**src/rtl/watch_pkg.sv**
```systemverilog
// Shared encodings, limits and clamp helpers for the multi-alarm watch core.
// The optional snooze feature is enabled by defining WATCH_SNOOZE_EN.
package watch_pkg;

    typedef enum logic [1:0] {
        StIdle   = 2'd0,
        StRing   = 2'd1,
        StSnooze = 2'd2
    } alarm_state_e;

    localparam logic [4:0] MAX_HOUR = 5'd23;
    localparam logic [5:0] MAX_MIN  = 6'd59;
    localparam logic [5:0] MAX_SEC  = 6'd59;

    localparam int unsigned SNOOZE_MINUTES = 5;

    function automatic logic [4:0] clamp_hour(input logic [4:0] h);
        return (h > MAX_HOUR) ? MAX_HOUR : h;
    endfunction

    function automatic logic [5:0] clamp_min_sec(input logic [5:0] v);
        return (v > MAX_MIN) ? MAX_MIN : v;
    endfunction

endpackage

```
**src/rtl/watch_tick_prescaler.sv**
```systemverilog
// Free-running divider: tick is high while the count sits at DIV-1; clear restarts from 0.
module watch_tick_prescaler #(
    parameter int unsigned DIV = 2
) (
    input  logic clk,
    input  logic reset,
    input  logic clear,
    output logic tick
);

    localparam int unsigned CntW = (DIV > 1) ? $clog2(DIV) : 1;
    localparam logic [CntW-1:0] CntLast = CntW'(DIV - 1);

    logic [CntW-1:0] cnt_q, cnt_d;

    always_comb begin
        cnt_d = cnt_q;
        if (clear || (cnt_q == CntLast)) begin
            cnt_d = '0;
        end else begin
            cnt_d = cnt_q + 1'b1;
        end
    end

    always_ff @(posedge clk) begin
        if (reset) begin
            cnt_q <= '0;
        end else begin
            cnt_q <= cnt_d;
        end
    end

    assign tick = (cnt_q == CntLast);

endmodule

```
**src/rtl/watch_core_multi_alarm.sv**
```systemverilog
// 24-hour timekeeper with NUM_ALARMS armed alarm slots, each running an IDLE/RING(/SNOOZE) FSM.
// Define WATCH_SNOOZE_EN to build the SNOOZE state and its per-slot minute counters.
module watch_core_multi_alarm
    import watch_pkg::*;
#(
    parameter int unsigned TICK_DIV     = 17_000_000,
    parameter int unsigned NUM_ALARMS   = 2,
    parameter int unsigned FLASH_DIV    = 8_500_000,
    parameter int unsigned RING_SECONDS = 60
) (
    input  logic                  clk,
    input  logic                  reset,
    input  logic                  time_load,
    input  logic [4:0]            time_hours,
    input  logic [5:0]            time_minutes,
    input  logic [5:0]            time_seconds,
    input  logic                  alarm_wr,
    input  logic [2:0]            alarm_idx,
    input  logic [4:0]            alarm_hours,
    input  logic [5:0]            alarm_minutes,
    input  logic                  alarm_arm,
    input  logic                  alarm_ack,
    input  logic                  snooze,
    output logic [5:0]            second_count,
    output logic [5:0]            minute_count,
    output logic [4:0]            hour_count,
    output logic                  tick_1hz,
    output logic [NUM_ALARMS-1:0] alarm_ringing,
    output logic                  alarm_flash
);

    localparam logic [7:0] RingLast = 8'(RING_SECONDS - 1);

    logic       tick, flash_tick, any_ring, minute_edge;
    logic [5:0] sec_q, sec_d, min_q, min_d;
    logic [4:0] hour_q, hour_d;
    logic       flash_q, flash_d;

    alarm_state_e state_q [NUM_ALARMS];
    alarm_state_e state_d [NUM_ALARMS];
    logic [7:0]   ring_cnt_q [NUM_ALARMS];
    logic [7:0]   ring_cnt_d [NUM_ALARMS];
    logic [4:0]   al_hour_q [NUM_ALARMS];
    logic [4:0]   al_hour_d [NUM_ALARMS];
    logic [5:0]   al_min_q [NUM_ALARMS];
    logic [5:0]   al_min_d [NUM_ALARMS];
    logic         al_arm_q [NUM_ALARMS];
    logic         al_arm_d [NUM_ALARMS];
    logic [NUM_ALARMS-1:0] match, wr_hit;

`ifdef WATCH_SNOOZE_EN
    localparam logic [3:0] SnoozeLast = 4'(SNOOZE_MINUTES - 1);
    logic [3:0] snz_cnt_q [NUM_ALARMS];
    logic [3:0] snz_cnt_d [NUM_ALARMS];
`else
    logic unused_snooze;
    assign unused_snooze = snooze;
`endif

    watch_tick_prescaler #(
        .DIV (TICK_DIV)
    ) u_sec_prescaler (
        .clk   (clk),
        .reset (reset),
        .clear (time_load),
        .tick  (tick)
    );

    // Held in reset whenever no slot rings so every ring starts flashing from a known phase.
    watch_tick_prescaler #(
        .DIV (FLASH_DIV)
    ) u_flash_prescaler (
        .clk   (clk),
        .reset (reset),
        .clear (!any_ring),
        .tick  (flash_tick)
    );

    always_comb begin
        sec_d  = sec_q;
        min_d  = min_q;
        hour_d = hour_q;
        if (time_load) begin
            sec_d  = clamp_min_sec(time_seconds);
            min_d  = clamp_min_sec(time_minutes);
            hour_d = clamp_hour(time_hours);
        end else if (tick) begin
            if (sec_q == MAX_SEC) begin
                sec_d = '0;
                if (min_q == MAX_MIN) begin
                    min_d  = '0;
                    hour_d = (hour_q == MAX_HOUR) ? '0 : hour_q + 1'b1;
                end else begin
                    min_d = min_q + 1'b1;
                end
            end else begin
                sec_d = sec_q + 1'b1;
            end
        end
    end

    // A load overrides the tick, so only a genuine advance can land on second 0.
    assign minute_edge = tick && !time_load && (sec_q == MAX_SEC);

    always_comb begin
        for (int i = 0; i < NUM_ALARMS; i++) begin
            wr_hit[i] = alarm_wr && (alarm_idx == 3'(i));
            match[i]  = minute_edge && al_arm_q[i] && (al_hour_q[i] == hour_d)
                        && (al_min_q[i] == min_d);
            al_hour_d[i] = wr_hit[i] ? clamp_hour(alarm_hours) : al_hour_q[i];
            al_min_d[i]  = wr_hit[i] ? clamp_min_sec(alarm_minutes) : al_min_q[i];
            al_arm_d[i]  = wr_hit[i] ? alarm_arm : al_arm_q[i];
        end
    end

    // Alarm FSM next-state logic.
    always_comb begin
        for (int i = 0; i < NUM_ALARMS; i++) begin
            state_d[i]    = state_q[i];
            ring_cnt_d[i] = ring_cnt_q[i];
`ifdef WATCH_SNOOZE_EN
            snz_cnt_d[i]  = snz_cnt_q[i];
`endif
            if (wr_hit[i]) begin
                state_d[i]    = StIdle;
                ring_cnt_d[i] = '0;
            end else begin
                case (state_q[i])
                    StIdle: begin
                        if (match[i] && !alarm_ack) begin
                            state_d[i]    = StRing;
                            ring_cnt_d[i] = '0;
                        end
                    end
                    StRing: begin
                        if (alarm_ack) begin
                            state_d[i] = StIdle;
`ifdef WATCH_SNOOZE_EN
                        end else if (snooze) begin
                            state_d[i]   = StSnooze;
                            snz_cnt_d[i] = '0;
`endif
                        end else if (tick) begin
                            if (ring_cnt_q[i] == RingLast) begin
                                state_d[i] = StIdle;
                            end else begin
                                ring_cnt_d[i] = ring_cnt_q[i] + 1'b1;
                            end
                        end
                    end
`ifdef WATCH_SNOOZE_EN
                    StSnooze: begin
                        if (alarm_ack) begin
                            state_d[i] = StIdle;
                        end else if (minute_edge) begin
                            if (snz_cnt_q[i] == SnoozeLast) begin
                                state_d[i]    = StRing;
                                ring_cnt_d[i] = '0;
                            end else begin
                                snz_cnt_d[i] = snz_cnt_q[i] + 1'b1;
                            end
                        end
                    end
`endif
                    default: state_d[i] = StIdle;
                endcase
            end
        end
    end

    // Alarm FSM outputs.
    always_comb begin
        for (int i = 0; i < NUM_ALARMS; i++) begin
            alarm_ringing[i] = (state_q[i] == StRing);
        end
        any_ring = |alarm_ringing;
        flash_d  = any_ring ? (flash_q ^ flash_tick) : 1'b0;
    end

    always_ff @(posedge clk) begin
        if (reset) begin
            sec_q   <= '0;
            min_q   <= '0;
            hour_q  <= '0;
            flash_q <= 1'b0;
            for (int i = 0; i < NUM_ALARMS; i++) begin
                state_q[i]    <= StIdle;
                ring_cnt_q[i] <= '0;
                al_hour_q[i]  <= '0;
                al_min_q[i]   <= '0;
                al_arm_q[i]   <= 1'b0;
`ifdef WATCH_SNOOZE_EN
                snz_cnt_q[i]  <= '0;
`endif
            end
        end else begin
            sec_q   <= sec_d;
            min_q   <= min_d;
            hour_q  <= hour_d;
            flash_q <= flash_d;
            for (int i = 0; i < NUM_ALARMS; i++) begin
                state_q[i]    <= state_d[i];
                ring_cnt_q[i] <= ring_cnt_d[i];
                al_hour_q[i]  <= al_hour_d[i];
                al_min_q[i]   <= al_min_d[i];
                al_arm_q[i]   <= al_arm_d[i];
`ifdef WATCH_SNOOZE_EN
                snz_cnt_q[i]  <= snz_cnt_d[i];
`endif
            end
        end
    end

    assign second_count = sec_q;
    assign minute_count = min_q;
    assign hour_count   = hour_q;
    assign tick_1hz     = tick;
    assign alarm_flash  = flash_q;

endmodule

```
**config.mk**
```make
export PLATFORM = sky130hd
export DESIGN_NAME = watch_core_multi_alarm
export DESIGN_NICKNAME = d
export VERILOG_FILES = /design/src/rtl/watch_pkg.sv /design/src/rtl/watch_tick_prescaler.sv /design/src/rtl/watch_core_multi_alarm.sv
export SDC_FILE = /design/constraint.sdc
export NUM_CORES = 1
export LEC_CHECK = 0
export CAP_MARGIN = 20
export CORE_MARGIN = 2
export CORE_UTILIZATION = 62
export CTS_CLUSTER_SIZE = 10
export DETAILED_ROUTE_END_ITERATION = 10
export PLACE_DENSITY = 0.9
export SYNTH_ARGS = -nofsm -noshare
export SYNTH_HDL_FRONTEND = slang
export SYNTH_HIERARCHICAL = 1
export SYNTH_SLANG_ARGS = --single-unit
export TNS_END_PERCENT = 5
```
**constraint.sdc**
```tcl
create_clock -name clk -period 11 [get_ports clk]
set_input_delay 2.2 -clock clk [delete_from_list [all_inputs] [get_ports clk]]
set_output_delay 2.2 -clock clk [all_outputs]
set_load 0.02 [all_outputs]
```
# == Word-level counts from Yosys, hierarchy flattened ==
# Memories as Yosys holds them, arrays and structs flattened.
# Index checks and enable logic that the tools add are counted.
# word_totals
ff_bits,67
ramBits,44
input_bits,38
out_inout_bits,21
mem_count,5
# classes
addsub,7
magnitude_cmp,5
n_eq_ne,14
muxes,60
bitwise,12
n_reduce_logical,25
# memory_table
memory,depth,width,read_ports,rd_clocked_by_memory_dff,write_ports,line,source
ring_cnt_q,2,8,2,0,2,watch_core_multi_alarm.sv:41,logic [7:0] ring_cnt_q [NUM_ALARMS];
al_min_q,2,6,2,0,2,watch_core_multi_alarm.sv:45,logic [5:0] al_min_q [NUM_ALARMS];
al_hour_q,2,5,2,0,2,watch_core_multi_alarm.sv:43,logic [4:0] al_hour_q [NUM_ALARMS];
state_q,2,2,2,0,2,watch_core_multi_alarm.sv:39,alarm_state_e state_q [NUM_ALARMS];
al_arm_q,2,1,2,0,2,watch_core_multi_alarm.sv:47,logic al_arm_q [NUM_ALARMS];
# ops
op,n
two-way mux 8 bit,12
two-way mux 6 bit,14
two-way mux 5 bit,11
case mux 8 bit (2 select lines),2
"adder 25 x 1 -> 25 bit, second input constant",1
"== test 25 bit, second input constant",1
"adder 24 x 1 -> 24 bit, second input constant",1
"== test 24 bit, second input constant",1
two-way mux 2 bit,12
"> comparator 6 bit, second input constant",3
"adder 8 x 1 -> 8 bit, second input constant",2
"== test 8 x 6 -> 1 bit, second input constant",2
"adder 6 x 1 -> 6 bit, second input constant",2
== test 6 bit,2
"== test 6 bit, second input constant",2
logical AND 1 bit,12
== test 5 bit,2
"> comparator 5 bit, second input constant",2
bitwise OR 1 bit,10
case mux 2 bit (2 select lines),2
OR reduction 2 bit,4
two-way mux 1 bit,7
"adder 5 x 1 -> 5 bit, second input constant",1
"== test 5 bit, second input constant",1
9 further kinds,14

# == Logic depth before layout (Yosys ltp) ==
# depth
ltp_word,14
mapped_depth,14

# == Modules after synthesis ==
# The synthesis kept the hierarchy.
# by_module_without_submodules
mod,n_inst,cells_each,area_per_inst_um2
watch_core_multi_alarm,1,473,3728.6
watch_tick_prescaler (u_sec_prescaler),1,142,1243.7
watch_tick_prescaler (u_flash_prescaler),1,132,1103.6

# == Worst setup path after synthesis ==
# OpenSTA, ideal clock, no wires.
# synth_path
kind,input port to flip-flop
start,input port time_load
end,"memory ring_cnt_q[1][1], in the netlist ring_cnt_q[0][9]"
setup_time_ns,0.133
arrival_ns,4.528
t_required_ns,10.867
setup_slack_ns,6.339
stages,10
path_buffers,2
path_cell_list,buf_2 -> clkbuf_1 -> nor2b_1 -> a311oi_2 -> xnor2_2 -> o2111ai_1 -> or4_1 -> or4_4 -> a211oi_2 -> nor4_1
# synth_lines
item,line,source
"start, declared",watch_core_multi_alarm.sv:13,"input logic time_load,"
"end, declared",watch_core_multi_alarm.sv:41,

==> flow_summary.yaml <==
run_status:
  status: "complete, no violations"
power_and_ir_drop:
  intPower_uw: 591
  peakVddDrop_mv: 0.122
  p_leak_uw: 0.00217
  power_frac_clock: 0.373
  power.density_nw_per_um2: 114
  p_comb_frac: 0.104
  pwr-share-seq: 0.524
  p_sw_uw: 195
  swShare: 0.248
clocking:
  insertion_delay_ns: 0.38
  postCtsHoldBufs: 0
  post_cts_buffers: 0
  clkSinkCount: 109
  cts.repair.resized: 0
  cts_max_level: 3
  cts_buffer_depth: 2
  clockRootBuffer: "clkbuf_8"
  numCtsBuffers: 9
  cts.clk_slew.worst_paths_ns: 0.10
  cts_tree: "built"
yosys:
  syn_nets: 792
  ys_seq_area_frac: 0.359
  synth_top_area_frac: 0.359
  ys_async_sr_fraction: 0
  synthCells: 747
  ys_types: 74
  synth_top_flop_cell: "dfxtp_1"
  synthTopCellsByCount: "109 x dfxtp_1, 99 x nor2_1, 65 x nand2_1"
  syn-cell-area_um2: 6080
  yosys_warnings: 6
  yosys-top-cells-area: "dfxtp_1 36%, nor2_1 6.1%, a21oi_1 4.5%"
  avgSynthCellArea_um2: 8.13
  synth_area_leader_cell: "dfxtp_1"
  ys_seq_elements: 109
  yosysMostFrequentCell: "dfxtp_1"
  synth_edf_count: 0
timing:
  finalSetupViolations: 0
  timing.final.crit_share: 0.476
  fin_skew_ns: 0.0107
  worst_pin_slew_ns: 0.984
  fmax_ghz: 0.191
  drv_slew: 0
  hold_viol: 0
  fin_crit_ns: 5.23
  setup_tns_ns: 0
  worst_hold_slack_ns: 0.471
  rsz0062_at_grt: "no"
  slew-limit-headroom: 0.344
flow_run:
  cap_viol_max_count: 0
floorplan:
  io_pins: 59
  row_count: 36
  die_x_um: 103
  die-area_um2: 10600
  start_util: 0.630
  die_y_um: 103
  core-area_um2: 9640
detailed_routing:
  initialDrtViolationCount: 340
  drt_wl_total_mm: 14.6
  vias: 5819
  firstDrtPassIters: 6
  ant_nets: 0
  wl_per_cell_um: 15.9
  viasPerCell: 6.34
  post-route-drc-count: 0
worst_setup_path:
  crit_arrival_ns: 5.45
  critPathLaunchType: "input port"
  cp_max_fo: 57
  cp-end-kind: "flop"
  required_ns: 11.22
  reg2reg_depth: 14
  critPathKind: "input port to flop"
global_route:
  grt_overflow: 0
  grt_max_degree: 58
  grt_antenna_before_repair: 0
  grt_pass1_vias: 5252
  grt_pass1_wl_mm: 24.2
  grt.total_usage: 0.282
cells_and_area:
  fin_nets: 826
  syn_to_final_growth_pct: 13.3
  drive_above_1_share: 0.0624
  antenna_cells: 0
min_path:
  hold_class: "flop to flop"
  whs_path_depth: 1
placed_design:
  dp_hpwl_mm: 10.5
  place_congestion: 0.905
  portBuffers: 57
-- layer usage --
layer  vias to the layer above  share of wire  track usage
met5                         -              0            0
met2                       206           0.49        0.475
met4                         0          0.013       0.0850
met3                        23          0.068       0.0569
met1                      2746           0.43        0.366
li1                       2844              -            -
-- kinds of logic (layout without fill, tap and decap cells) --
kind of cell / after synthesis / after routing / synth area share
and+or+nand+nor: 361 / 361 / 0.324
muxes: 8 / 8 / 0.0134
buffers and inverters: 54 / 92 / 0.0414
AOI/OAI and AO/OA: 166 / 166 / 0.186
DFF: 109 / 109 / 0.359
xor gates and xnor gates: 42 / 42 / 0.0618
adders and majority gates: 7 / 7 / 0.0144
-- layout make-up --
type | count | area (µm²)
clock buffer | 9 | 124
clock inverter | 6 | 119
fill | 769 | 2760
inverter | 16 | 60.1
multi-input combinational | 584 | 3640
sequential | 109 | 2180
tap | 133 | 166
timing repair buffer | 61 | 591
-- critical path, stage by stage --
cell       delay (ns)
buf_2            0.70
nor2b_1          0.25
a311oi_2         0.62
xnor2_2          0.19
o2111ai_1        0.13
or4_1            0.52
or4_4            0.55
a211oi_2         0.20
nor4_1           0.06
-- flip-flops by register name, indices dropped and copies added, names as in the netlist --
| register | flops |
|---|---|
| al_arm_q | 2 |
| al_hour_q | 10 |
| al_min_q | 12 |
| alarm_flash | 1 |
| hour_count | 5 |
| minute_count | 6 |
| ring_cnt_q | 16 |
| second_count | 6 |
| state_q | 2 |
| u_flash_prescaler/cnt_q | 24 |
| u_sec_prescaler/cnt_q | 25 |
-- final timing paths --
kind	start	end	slack, ns
worst max-delay path	time_load	ring_cnt_q[0][9]$_SDFFE_PP0P_	5.77
worst min-delay path	u_sec_prescaler/cnt_q[0]$_SDFF_PP0_	u_sec_prescaler/cnt_q[0]$_SDFF_PP0_	0.47
worst max register to register	u_sec_prescaler/cnt_q[0]$_SDFF_PP0_	ring_cnt_q[0][9]$_SDFFE_PP0P_	6.65
worst min register to register	u_sec_prescaler/cnt_q[0]$_SDFF_PP0_	u_sec_prescaler/cnt_q[0]$_SDFF_PP0_	0.47
-- cell usage in the layout (no fill, tap or decap), types with 15 or more instances in the layout --
| cell | n |
|---|---|
| dfxtp_1 | 109 |
| nor2_1 | 99 |
| nand2_1 | 65 |
| a21oi_1 | 55 |
| clkdlybuf4s50_1 | 55 |
| nand3_1 | 31 |
| nand4_1 | 27 |
| or4_1 | 24 |
| o21ai_0 | 22 |
| xor2_1 | 21 |
| xnor2_1 | 20 |
| o31ai_1 | 17 |
| inv_1 | 16 |
| or3_1 | 16 |
| a211oi_1 | 15 |
-- power by group through the flow --
stage	sequential [µW]	clock, µW	combinational (µW)
floorplan	421	0	44.3
global placement	420	0	77.9
detailed placement	420	0	80.1
CTS	411	300	80.7
global route	413	313	87.8
finish	412	293	81.5
-- stage by stage --
step,worst slack [ns],power [µW],std cells,utilization,area (µm²)
after CTS,5.85,791,918,0.714,6880
after global routing,5.64,814,918,0.714,6880
after global placement,5.56,498,903,0.689,6640
after detailed placement,5.44,500,903,0.689,6640
final,5.77,786,918,0.714,6880
after floorplan,6.34,466,747,-,6080
Power figures use the tool's default switching activity.
